`config.mk`:
```
export PLATFORM = sky130hd
export DESIGN_NAME = mem_arbiter_nch
export DESIGN_NICKNAME = d
export VERILOG_FILES = /design/src/rtl/mem_arbiter_nch.sv
export SDC_FILE = /design/constraint.sdc
export NUM_CORES = 1
export LEC_CHECK = 0
export BUFFER_PORTS_ARGS = -buffer_cell sky130_fd_sc_hd__buf_2
export CELL_PAD_IN_SITES_DETAIL_PLACEMENT = 1
export CELL_PAD_IN_SITES_GLOBAL_PLACEMENT = 2
export CORE_MARGIN = 1
export CORE_UTILIZATION = 30
export DETAILED_ROUTE_END_ITERATION = 8
export PLACE_DENSITY_LB_ADDON = 0.1
export SYNTH_ARGS = -nofsm -noshare
export SYNTH_HDL_FRONTEND = slang
export SYNTH_SLANG_ARGS = --single-unit
```
`constraint.sdc`:
```
create_clock -name clk -period 5.65 [get_ports clk]
set_clock_uncertainty 0.1 [all_clocks]
set_input_delay 0.2825 -clock clk [delete_from_list [all_inputs] [get_ports clk]]
set_output_delay 0.2825 -clock clk [all_outputs]
set_load 0.01 [all_outputs]
```
`src/rtl/mem_arbiter_nch.sv`:
```
`default_nettype none
// ============================================================================
// Module   : mem_arbiter_nch
// Brief    : Arbitrates N_CH request channels onto a byte-serial RAM port and
//            serialises 1/2/4-byte reads and writes. Round-robin or fixed
//            priority, request capture at grant, write-safe flush and IO
//            back-pressure.
// Revision : 1.0 - initial release
// ============================================================================
module mem_arbiter_nch #(
   parameter int                N_CH    = 3,
   parameter int                ADDR_W  = 32,
   parameter bit                RR_MODE = 1'b1,
   parameter logic [ADDR_W-1:0] IO_BASE = 'h30000
) (
   input  logic                   clk,
   input  logic                   rst,
   input  logic                   rdy,
   input  logic                   flush,
   input  logic                   io_buffer_full,
   input  logic [N_CH-1:0]        req,
   input  logic [N_CH-1:0]        we,
   input  logic [N_CH*ADDR_W-1:0] addr,
   input  logic [N_CH*2-1:0]      size,
   input  logic [N_CH-1:0]        sgn,
   input  logic [N_CH*32-1:0]     wdata,
   output logic [N_CH-1:0]        done,
   output logic [31:0]            rdata,
   output logic                   busy,
   output logic [ADDR_W-1:0]      mem_a,
   output logic                   mem_wr,
   output logic [7:0]             mem_dout,
   input  logic [7:0]             mem_din
);

   localparam int CH_W = (N_CH > 1) ? $clog2(N_CH) : 1;

   localparam logic [1:0] S_IDLE = 2'd0;
   localparam logic [1:0] S_RD   = 2'd1;
   localparam logic [1:0] S_WR   = 2'd2;

   logic [1:0]        state_q, state_d;
   logic [CH_W-1:0]   ptr_q, ptr_d;
   logic [N_CH-1:0]   ch_q, ch_d;        // one-hot owner of the transaction
   logic [ADDR_W-1:0] addr_q, addr_d;
   logic [1:0]        last_q, last_d;    // index of the final byte (n-1)
   logic [1:0]        cnt_q, cnt_d;      // bytes already handled
   logic              sgn_q, sgn_d;
   logic [31:0]       wdata_q, wdata_d;
   logic [23:0]       rbuf_q, rbuf_d;    // read bytes gathered before the last
   logic [N_CH-1:0]   done_q, done_d;
   logic [31:0]       rdata_q, rdata_d;
   logic [ADDR_W-1:0] mem_a_q, mem_a_d;
   logic              mem_wr_q, mem_wr_d;
   logic [7:0]        mem_dout_q, mem_dout_d;

   logic [N_CH-1:0]   w_elig, w_hi, w_cand, w_oh;
   logic              w_any;
   logic [CH_W-1:0]   w_enc      [N_CH+1];
   logic [ADDR_W-1:0] w_addr_mux [N_CH+1];
   logic [1:0]        w_size_mux [N_CH+1];
   logic [31:0]       w_wd_mux   [N_CH+1];
   logic [N_CH:0]     w_we_mux, w_sgn_mux;
   logic [1:0]        w_cnt_inc;
   logic              w_ext;

   assign w_enc[0]      = '0;
   assign w_addr_mux[0] = '0;
   assign w_size_mux[0] = '0;
   assign w_wd_mux[0]   = '0;
   assign w_we_mux[0]   = 1'b0;
   assign w_sgn_mux[0]  = 1'b0;

   // Per-channel eligibility plus AND-OR muxes that pick the winner's request
   generate
      for (genvar gi = 0; gi < N_CH; gi++) begin : g_ch
         logic [ADDR_W-1:0] ch_addr;
         assign ch_addr = addr[gi*ADDR_W +: ADDR_W];
         // A channel sits out its own done cycle because its req is still high
         assign w_elig[gi] = req[gi] & ~done_q[gi]
                           & ~(we[gi] & (ch_addr >= IO_BASE) & io_buffer_full)
                           & ~(~we[gi] & flush);
         assign w_hi[gi]          = (CH_W'(gi) > ptr_q);
         assign w_enc[gi+1]       = w_enc[gi] | ({CH_W{w_oh[gi]}} & CH_W'(gi));
         assign w_addr_mux[gi+1]  = w_addr_mux[gi] | ({ADDR_W{w_oh[gi]}} & ch_addr);
         assign w_size_mux[gi+1]  = w_size_mux[gi] | ({2{w_oh[gi]}} & size[gi*2 +: 2]);
         assign w_wd_mux[gi+1]    = w_wd_mux[gi] | ({32{w_oh[gi]}} & wdata[gi*32 +: 32]);
         assign w_we_mux[gi+1]    = w_we_mux[gi] | (w_oh[gi] & we[gi]);
         assign w_sgn_mux[gi+1]   = w_sgn_mux[gi] | (w_oh[gi] & sgn[gi]);
      end
   endgenerate

   // Round-robin prefers channels above the pointer, wrapping to the lowest
   generate
      if (RR_MODE) begin : g_rr
         assign w_cand = ((w_elig & w_hi) != '0) ? (w_elig & w_hi) : w_elig;
      end else begin : g_fp
         assign w_cand = w_elig;
      end
   endgenerate

   assign w_oh      = w_cand & (~w_cand + N_CH'(1));   // lowest set bit
   assign w_any     = |w_elig;
   assign w_cnt_inc = cnt_q + 2'd1;
   assign w_ext     = sgn_q & mem_din[7];

   // Next-state logic: grant in IDLE, byte stepping in RD/WR, frozen when !rdy
   always_comb begin
      state_d    = state_q;
      ptr_d      = ptr_q;
      ch_d       = ch_q;
      addr_d     = addr_q;
      last_d     = last_q;
      cnt_d      = cnt_q;
      sgn_d      = sgn_q;
      wdata_d    = wdata_q;
      rbuf_d     = rbuf_q;
      done_d     = done_q;
      rdata_d    = rdata_q;
      mem_a_d    = mem_a_q;
      mem_wr_d   = mem_wr_q;
      mem_dout_d = mem_dout_q;
      if (rdy) begin
         done_d = '0;
         case (state_q)
            S_IDLE: begin
               if (w_any) begin
                  ptr_d   = w_enc[N_CH];
                  ch_d    = w_oh;
                  addr_d  = w_addr_mux[N_CH];
                  sgn_d   = w_sgn_mux[N_CH];
                  wdata_d = w_wd_mux[N_CH];
                  cnt_d   = 2'd0;
                  case (w_size_mux[N_CH])
                     2'd0:    last_d = 2'd0;
                     2'd1:    last_d = 2'd1;
                     default: last_d = 2'd3;
                  endcase
                  mem_a_d = w_addr_mux[N_CH];
                  if (w_we_mux[N_CH]) begin
                     mem_wr_d   = 1'b1;
                     mem_dout_d = w_wd_mux[N_CH][7:0];
                     state_d    = S_WR;
                  end else begin
                     mem_wr_d = 1'b0;
                     state_d  = S_RD;
                  end
               end
            end
            S_RD: begin
               if (flush) begin
                  // Abort wins even on the final byte edge
                  state_d = S_IDLE;
                  mem_a_d = '0;
               end else if (cnt_q == last_q) begin
                  case (last_q)
                     2'd0:    rdata_d = {{24{w_ext}}, mem_din};
                     2'd1:    rdata_d = {{16{w_ext}}, mem_din, rbuf_q[7:0]};
                     default: rdata_d = {mem_din, rbuf_q};
                  endcase
                  done_d  = ch_q;
                  state_d = S_IDLE;
                  mem_a_d = '0;
               end else begin
                  case (cnt_q)
                     2'd0:    rbuf_d[7:0]   = mem_din;
                     2'd1:    rbuf_d[15:8]  = mem_din;
                     default: rbuf_d[23:16] = mem_din;
                  endcase
                  cnt_d   = w_cnt_inc;
                  mem_a_d = addr_q + ADDR_W'(w_cnt_inc);
               end
            end
            S_WR: begin
               // Flush is deliberately ignored so a committed store never tears
               if (cnt_q == last_q) begin
                  mem_wr_d = 1'b0;
                  done_d   = ch_q;
                  state_d  = S_IDLE;
                  mem_a_d  = '0;
               end else begin
                  cnt_d   = w_cnt_inc;
                  mem_a_d = addr_q + ADDR_W'(w_cnt_inc);
                  case (w_cnt_inc)
                     2'd1:    mem_dout_d = wdata_q[15:8];
                     2'd2:    mem_dout_d = wdata_q[23:16];
                     default: mem_dout_d = wdata_q[31:24];
                  endcase
               end
            end
            default: state_d = S_IDLE;
         endcase
      end
   end

   // State and datapath registers with asynchronous reset
   always_ff @(posedge clk or posedge rst) begin
      if (rst) begin
         state_q    <= S_IDLE;
         ptr_q      <= CH_W'(N_CH - 1);
         ch_q       <= '0;
         addr_q     <= '0;
         last_q     <= 2'd0;
         cnt_q      <= 2'd0;
         sgn_q      <= 1'b0;
         wdata_q    <= '0;
         rbuf_q     <= '0;
         done_q     <= '0;
         rdata_q    <= '0;
         mem_a_q    <= '0;
         mem_wr_q   <= 1'b0;
         mem_dout_q <= '0;
      end else begin
         state_q    <= state_d;
         ptr_q      <= ptr_d;
         ch_q       <= ch_d;
         addr_q     <= addr_d;
         last_q     <= last_d;
         cnt_q      <= cnt_d;
         sgn_q      <= sgn_d;
         wdata_q    <= wdata_d;
         rbuf_q     <= rbuf_d;
         done_q     <= done_d;
         rdata_q    <= rdata_d;
         mem_a_q    <= mem_a_d;
         mem_wr_q   <= mem_wr_d;
         mem_dout_q <= mem_dout_d;
      end
   end

   assign done     = done_q;
   assign rdata    = rdata_q;
   assign busy     = (state_q != S_IDLE);
   assign mem_a    = mem_a_q;
   assign mem_wr   = mem_wr_q & rdy;   // no RAM write can slip out while frozen
   assign mem_dout = mem_dout_q;

endmodule
`default_nettype wire

```
### Word level (Yosys, flattened, before mapping)

Cells that the tools add are included.

| cells by class | value |
|---|---|
| add/sub/neg operators | 3 |
| $lt $le $gt $ge | 6 |
| equality and inequality tests | 13 |
| muxes and demuxes | 28 |
| bitwise operators | 64 |
| reduce and logical (&&, ||, !) cells | 20 |

Operator list:

| cell | number |
|---|---|
| 32-bit bitwise AND | 6 |
| 32-bit bitwise OR | 4 |
| 32-bit by 18-bit >= comparator with 1-bit output (second input constant) | 3 |
| 32-bit two-way mux | 3 |
| 32-bit case mux with 3 select lines | 1 |
| 32-bit case mux with 2 select lines | 1 |
| 32-bit by 2-bit adder with 32-bit output | 1 |
| 8-bit case mux with 2 select lines | 2 |
| 1-bit bitwise AND | 26 |
| 8-bit two-way mux | 3 |
| 5-bit AND reduction | 4 |
| 1-bit inverter | 15 |
| 2-bit two-way mux | 7 |
| 2-bit case mux with 3 select lines | 2 |
| 4-bit AND reduction | 3 |
| 2-bit by 1-bit == test with 1-bit output (second input constant) | 5 |
| 2-bit != test (second input constant) | 5 |
| 3-bit two-way mux | 3 |
| 2-bit logical NOT | 4 |
| 2-bit bitwise AND | 3 |
| 3-bit bitwise AND | 2 |
| 3-bit case mux with 2 select lines | 1 |
| 3-bit AND reduction | 2 |
| 3-bit nonzero test | 2 |
| other kinds (17) | 26 |

| storage, ports and cells | value |
|---|---|
| bits in registers | 176 |
| word-level logic and storage cells | 150 |

### Logic depth before layout (Yosys ltp)

Gate-level depths: netlist of run 1.

| logic depth | value |
|---|---|
| depth after elaboration | 18 |
| gate-level depth with buffers | 11 |

### Least setup slack after synthesis of run 1

OpenSTA, ideal clock, no wires.

| timing | value |
|---|---|
| path type | reg-to-reg |
| start point | register cnt_q[0] |
| end point | register mem_a_q[28], in the netlist mem_a[28] |
| library setup time | 119 ps |
| data arrival time | 2655 ps |
| data required time | 5431 ps |
| setup slack | 2777 ps |
| cell stages (with the launch flop) | 12 |
| path buffers | 0 |
| clock period less this slack | 2873 ps |
| cells stage by stage | dfrtp_1 > inv_1 > ha_1 > inv_1 > fa_1 > nor2b_1 > nand3_1 > or3_1 > nor3_1 > xnor2_1 > o221ai_1 > o21a_1 |

| between the ends | value |
|---|---|
| longest elaborated chain between the ends | 5 |
| elaborated cells on any way between the ends | 6 |
| those cells by class | add/sub: 2; eq/ne: 1; mux: 3 |

RTL lines:

| element | RTL line | RTL |
|---|---|---|
| start, declared | 47 | `logic [1:0] cnt_q, cnt_d;` |
| start signal, assigned | 219 | `cnt_q <= cnt_d;` |
| 2-bit by 1-bit adder with 2-bit output | 104 | `assign w_cnt_inc = cnt_q + 2'd1;` |
| 32-bit by 2-bit adder with 32-bit output | 171, 183 |  |
| 32-bit two-way mux (*) | 155, 176 |  |
| 32-bit two-way mux | 151 | `if (flush) begin` |
| 32-bit case mux with 3 select lines (*) | 125 | `case (state_q)` |
| end signal, assigned | 225 | `mem_a_q <= mem_a_d;` |
| end, declared | 53 | `logic [ADDR_W-1:0] mem_a_q, mem_a_d;` |

Every way passes the cells marked *; elsewhere a longest branch is shown, timed or not.
A chain may end at the register's enable or synchronous reset.

### Final worst setup path of run 1

Ends and elaborated chain as after synthesis.

==> results of run 1 <==
==> routing by layer <==
metal  up-vias  wire [µm]
met2       238      14000
met3        33       1650
met4         4        439
met1      3966      14300
li1       3840          -
met5         -         22
==> Yosys cell counts (3+ instances only) <==
cell and n:
dfrtp_1 166, nand2_1 120, a21oi_1 68, nor2_1 68
o21ai_0 60, a222oi_1 53, clkbuf_1 52, mux2_2 24
o21a_1 23, o221ai_1 22, xnor2_1 22, inv_1 16
a221oi_1 15, a22oi_1 10, buf_2 10, nand3_1 10
nor4_1 10, xor2_1 10, a41oi_1 9, ha_1 9
a31oi_1 8, mux2_1 8, mux2i_1 8, and3_1 6
nand4_1 6, nor3_1 6, o22a_1 5, or2_2 5
a2bb2oi_1 4, nor2b_1 4, a211oi_1 3, a21oi_2 3
a22o_1 3, nand2b_1 3, nand3b_1 3, or2_1 3
==> path summary, 6_finish.rpt <==
path	start	endpoint	cells past startpoint
max in group asynchronous	rst	mem_a[26]	4
max reg2reg	cnt_q[0]	mem_a[28]	11
min in group asynchronous	rst	addr_q[12]	3
min reg2reg	wdata_q[16]	wdata_q[16]	2
max	cnt_q[0]	mem_a[28]	11
min	wdata[14]	wdata_q[14]	3
==> worst register-to-register path: stages, from the launching register on <==
cell and delay (ns):
dfrtp_1 0.43, inv_1 0.11, ha_1 0.33, inv_1 0.07
fa_1 0.46, nor2b_1 0.26, nand3_1 0.24, or3_1 0.54
nor3_1 0.26, xnor2_1 0.15, o221ai_1 0.14, o21a_1 0.14
==> registers in the layout (all words and copies together), names as in the netlist <==
register,cells
addr_q,32
ch_q,2
cnt_q,2
done,3
last_q,2
mem_a,32
mem_dout,8
mem_wr_q,1
ptr_q,2
rbuf_q,24
rdata,32
sgn_q,1
state_q,2
wdata_q,24
==> area by class of cell <==
type / instances / area [µm²]
Tap cell: 378 / 473
Clock inverter: 14 / 123
Antenna cell: 1 / 2.50
Clock buffer: 18 / 429
Multi-Input combinational cell: 633 / 4140
Sequential cell: 167 / 4180
Fill cell: 3309 / 17000
Timing Repair Buffer: 308 / 1570
Inverter: 16 / 65.1
==> per-stage QoR <==
stage / setup slack (ns) / instances
floorplan: 0.751 / 881
global placement: 2.12 / 1501
detailed placement: 2.03 / 1501
CTS: 2.28 / 1534
global route: 2.10 / 1534
finish: 2.32 / 1535
==> kinds of logic (layout without fill, tap and decap cells) <==
logic type / after synthesis / in the layout / share of synthesized area, %
AO/OA/AOI/OAI: 301 / 301 / 25.1
XOR/XNOR: 32 / 32 / 3.26
adder cells (fa/ha/maj): 10 / 10 / 1.54
buffers and inverters: 81 / 356 / 3.73
flip-flops: 167 / 167 / 48.7
multiplexers: 40 / 40 / 5.13
other: 0 / 1 / 0
AND/OR/NAND/NOR: 250 / 250 / 12.6
==> power groups by stage <==
stage	clock (mW)	sequential, mW	combinational (mW)
floorplan	0	2.18	1.29
global placement	0	2.13	2.16
detailed placement	0	2.15	2.19
CTS	1.16	2.13	2.20
global route	1.20	2.21	2.44
finish	1.12	2.13	2.16
==> impl_metrics.csv, run 1 <==
group,metric,value,unit
critical_path,timing.critical_path.buf_inv,2,
run,max_cap_viol_count,0,
synthesis,synthCells,881,
placed_design,placed_cell_area,0.0104,mm²
critical_path,crit_chain,"inv_1 > ha_1 > inv_1 > fa_1 > nor2b_1 > nand3_1 > or3_1 > nor3_1 > xnor2_1 > o221ai_1 > o21a_1",
final_layout,layout_commonest_cell,"buf_2",
power,combPwrFrac,40.0,%
global_route,use_met3,4.60,%
clocking,cts_num_sinks,167,
synthesis,synth_area_per_cell,9.75,µm²
die,die_h,171,µm
die,ios,297,
clocking,post_cts.repair.setup_buffers,0,
global_route,use_met2,34.0,%
clocking,htree_levels,4,
sta,finalHoldViolations,0,
final_layout,final_area,0.0110,mm²
sta,rsz0062_at_grt,"false",
clocking,cts_tree,"yes",
critical_path,crit_fanout,5,
critical_path,cpMostUsedCell,"inv_1",
sta,setup_violations,0,
clocking,holdBufCountCts,1,
drt,routed_wl,30500,µm
die,core_area,0.0279,mm²
power,switching_share,40.5,%
global_route,met1_usage,29.4,%
drt,drtPass1Iterations,6,
synthesis,ys_types,54,
placed_design,port_buffers,296,
synthesis,synth_top_area_cell,"dfrtp_1",
die,row_count,61,
drt,drtAntennaViolNets,0,
synthesis,ys.flop_type,"dfrtp_1",
critical_path,crit_path_start_kind,"flop",
synthesis,synth_edf_count,0,
sta,tns,0,ns
placed_design,hpwl,22000,µm
critical_path,end_kind,"flop",
power,finalPower,5.41,mW
sta,fmax,0.301,GHz
clocking,clk_pin_slew_worst_paths,0.07,ns
drt,drcViolationCount,0,
clocking,clkLatencyLatePin,0.44,ns
synthesis,synth_top_cell_area_share,48.4,%
die,fp.dieW,171,µm
synthesis,syn_nets,1111,
drt,vias,8081,
die,die_area,0.0293,mm²
power,switching_power,2.19,mW
clocking,cts_buffers,17,
final_layout,drive_above_1_share,32.5,%
critical_path,cp_data_arrival_time,3.56,ns
global_route,track_usage,21.4,%
critical_path,rrSetupSlack,2.32,ns
synthesis,async_reset_ff_share,100,%
sta,finalCritPeriodShare,58.9,%
global_route,grt_max_degree,107,
synthesis,seq_area_frac_synth,48.7,%
synthesis,yosys_warnings,0,
placed_design,globalplace.congestion,0.788,
synthesis,syn_area,0.00859,mm²
critical_path,path_class,"flop to flop",
power,p_leak,4.90,nW
sta,worstMarginPinSlew,1.21,ns
synthesis,synth-seq-cells,167,
sta,relSlewSlack,18.6,%
sta,slew_viol_final,0,
run_status,status,"finished clean",
drt,vias_per_cell,5.26,
sta,finalCriticalPeriod,3.33,ns
global_route,grt_pass1_wl,47500,µm
sta,hold_slack,0.0381,ns
global_route,gr-total-overflow,0,
power,p_clk_share,20.7,%
global_route,antenna_found_initial,3,
critical_path,cp_slowest_cell,"or3_1",
critical_path,critPathRequiredTime,5.89,ns
power,ir_drop,0.234,mV
final_layout,fin_util,39.3,%
final_layout,final_cell_mix,"buf_2, dfrtp_1, nand2_1",
critical_path,critPathTopFamily,"simple AND/OR/NAND/NOR gates",
clocking,cts_resized,0,
global_route,grt-busiest-layer,"met2",
hold_path,hold_path.class,"input pin to flop",
power,p_per_area,492,mW/mm²
global_route,grt_pass1_vias,8337,
power,p_int,3.22,mW
synthesis,synth_area_leaders,"dfrtp_1, a222oi_1, nand2_1",
drt,wl_per_cell,19.9,µm
clocking,cts_buffer_depth,2,
power,seqPwrFrac,39.3,%
final_layout,syn_to_final_growth,27.9,%
final_layout,layout.nets,1373,
clocking,clockRootBuffer,"clkbuf_16",
die,start_util,30.7,%
critical_path,max_stage_delay,0.54,ns
drt,drtIter0Drc,566,
(Power assumes the default switching activity.)
==> inputs of run 2 (changes only) <==
Settings changed: ABC_AREA set to 1, CORE_UTILIZATION 30 to 29.
Clock period 5.65 ns to 3.3 ns, I/O delays scaled along.
==> impl_metrics.csv, run 2 <==
group,metric,value,unit
sta,tns,0,ns
sta,rsz0062_at_grt,"false",
final_layout,layout.nets,1928,
clocking,cts_tree,"yes",
final_layout,layout_commonest_cell,"nand2_1",
synthesis,synth_top_area_cell,"dfrtp_1",
synthesis,async_reset_ff_share,100,%
run_status,status,"finished clean",
global_route,antenna_found_initial,0,
synthesis,syn_nets,1590,
power,p_clk_share,19.6,%
synthesis,yosysMostFrequentCell,"nand2_1",
global_route,gr-total-overflow,0,
placed_design,port_buffers,296,
clocking,cts_buffers,17,
sta,slew_viol_final,0,
sta,finalCritPeriodShare,90.9,%
critical_path,cp_data_arrival_time,3.27,ns
power,p_leak,6.41,nW
final_layout,fin_util,38.9,%
die,die_h,187,µm
power,switching_share,43.4,%
synthesis,synth-seq-cells,167,
clocking,htree_levels,4,
hold_path,hold_path.class,"input pin to flop",
synthesis,synth_area_per_cell,7.32,µm²
sta,worstMarginPinSlew,1.02,ns
placed_design,hpwl,29800,µm
synthesis,yosys_warnings,0,
placed_design,globalplace.congestion,0.855,
synthesis,synth_area_leaders,"dfrtp_1, nand2_1, nand3_1",
global_route,grt_max_degree,69,
drt,drcViolationCount,0,
power,p_per_area,772,mW/mm²
final_layout,final_cell_mix,"nand2_1, buf_2, dfrtp_1",
power,seqPwrFrac,35.8,%
die,core_area,0.0336,mm²
die,fp.dieW,187,µm
critical_path,end_kind,"flop",
sta,relSlewSlack,32.0,%
drt,drtIter0Drc,496,
clocking,cts_num_sinks,167,
clocking,clk_pin_slew_worst_paths,0.07,ns
synthesis,ys_types,50,
final_layout,drive_above_1_share,23.9,%
power,ir_drop,0.391,mV
sta,fmax,0.333,GHz
global_route,grt_pass1_wl,62700,µm
critical_path,crit_fanout,5,
drt,routed_wl,39600,µm
synthesis,synthCells,1360,
clocking,cts_buffer_depth,2,
global_route,grt_pass1_vias,11008,
sta,finalCriticalPeriod,3.00,ns
drt,drtPass1Iterations,5,
synthesis,ys.flop_type,"dfrtp_1",
critical_path,crit_path_start_kind,"flop",
die,die_area,0.0351,mm²
drt,wl_per_cell,18.3,µm
clocking,post_cts.repair.setup_buffers,0,
synthesis,synth_edf_count,0,
synthesis,seq_area_frac_synth,42.0,%
synthesis,ys_top_cells_by_count,"nand2_1, dfrtp_1, nand3_1, o21ai_0, inv_1",
final_layout,syn_to_final_growth,31.3,%
die,start_util,29.6,%
critical_path,path_class,"flop to flop",
power,p_int,5.71,mW
drt,vias_per_cell,4.85,
die,row_count,67,
global_route,track_usage,23.1,%
clocking,clkLatencyLatePin,0.44,ns
drt,drtAntennaViolNets,0,
power,switching_power,4.38,mW
critical_path,rrSetupSlack,0.30,ns
final_layout,final.fill_count,4260,
drt,vias,10480,
sta,setup_violations,0,
critical_path,critPathRequiredTime,3.57,ns
synthesis,synth_top_cell_area_share,41.7,%
synthesis,syn_area,0.00996,mm²
run,max_cap_viol_count,0,
power,combPwrFrac,44.7,%
die,ios,297,
sta,finalHoldViolations,0,
clocking,clockRootBuffer,"clkbuf_16",
run 2: cell count changes after synthesis, sizes merged, moves of 30 or more:
cell | before | now
mux2 | 32 | 0
nand3 | 10 | 121
nand4 | 6 | 48
nand2 | 120 | 466
o21ai | 62 | 133
a222oi | 53 | 0
inv | 16 | 118
clkbuf | 52 | 22
buf | 13 | 45
run 2: final timing paths:
| path | cells past startpoint | from | to |
|---|---|---|---|
| worst max register to register | 15 | cnt_q[0] | mem_a[26] |
| max in group asynchronous | 4 | rst | mem_a[24] |
| worst min-delay path | 5 | addr[38] | addr_q[6] |
| min in group asynchronous | 3 | rst | cnt_q[0] |
| worst max-delay path | 15 | cnt_q[0] | mem_a[26] |
| worst min register to register | 2 | rdata[26] | rdata[26] |
run 2: metal layers:
layer  global-route usage [%]  routed length (µm)  vias to the layer above
met5                        0                   0                        -
met4                     4.85                 397                        0
met3                     4.54                1960                       29
met2                     37.3               18200                      265
met1                     31.7               19100                     5032
li1                         -                   -                     5154
run 2: cell type report:
cell class              instances  area (µm²)  share of cell area, %
well taps                     448         561                   4.29
multi-input cells            1007        4920                   37.6
flip-flops and latches        167        4180                   32.0
inverters                     119         453                   3.47
clock buffers                  18         439                   3.36
clock inverters                14         131                   1.01
repair buffers                386        2390                   18.3
diodes                          1        2.50                 0.0191
run 2: power groups by stage:
| stage | Sequential, mW | Combinational, mW | Clock [mW] |
|---|---|---|---|
| global route | 3.73 | 5.07 | 2.12 |
| detailed placement | 3.64 | 4.39 | 0 |
| CTS | 3.62 | 4.58 | 2.04 |
| finish | 3.61 | 4.50 | 1.97 |
| floorplan | 3.64 | 2.64 | 0 |
| global placement | 3.63 | 4.34 | 0 |
run 2: cells by family after synthesis:
| group | synth area share (%) |
|---|---|
| and+or+nand+nor | 32.6 |
| AOI/OAI and AO/OA | 15.1 |
| buffers and inverters | 8.61 |
| DFF | 42.0 |
| adders and majority gates | 1.33 |
| xor gates and xnor gates | 0.352 |
run 2: repair_timing:
action                                  in CTS  in global routing
endpoints found under the setup margin       0                  1
hold buffers                                65                  0
endpoints found under the hold margin       65                  0
resized for setup                            0                  1
run 2: through the flow:
step | std cells | setup slack (ns) | instance area (µm²) | total power, mW | hold slack [ns]
after floorplan | 1360 | 0.792 | 9960 | 6.28 | 0.194
after global placement | 2062 | 0.433 | 11800 | 7.96 | 0.289
after detailed placement | 2062 | 0.247 | 11800 | 8.04 | 0.297
after CTS | 2159 | 0.199 | 13100 | 10.2 | 0.00271
after global routing | 2159 | 0.0191 | 13100 | 10.9 | 0.0290
final | 2160 | 0.301 | 13100 | 10.1 | 0.0131
run 2: critical path, cell delays in order (launching register included):
cell and delay, ns:
dfrtp_1 0.41, inv_1 0.11, ha_1 0.34, inv_1 0.07
fa_1 0.43, inv_1 0.07, nand3_1 0.15, inv_2 0.11
nand3_1 0.09, nor3_1 0.18, nand3_1 0.22, nor2_2 0.23
nor2_1 0.06, nor2_1 0.11, a21oi_1 0.08, a2bb2oi_1 0.16
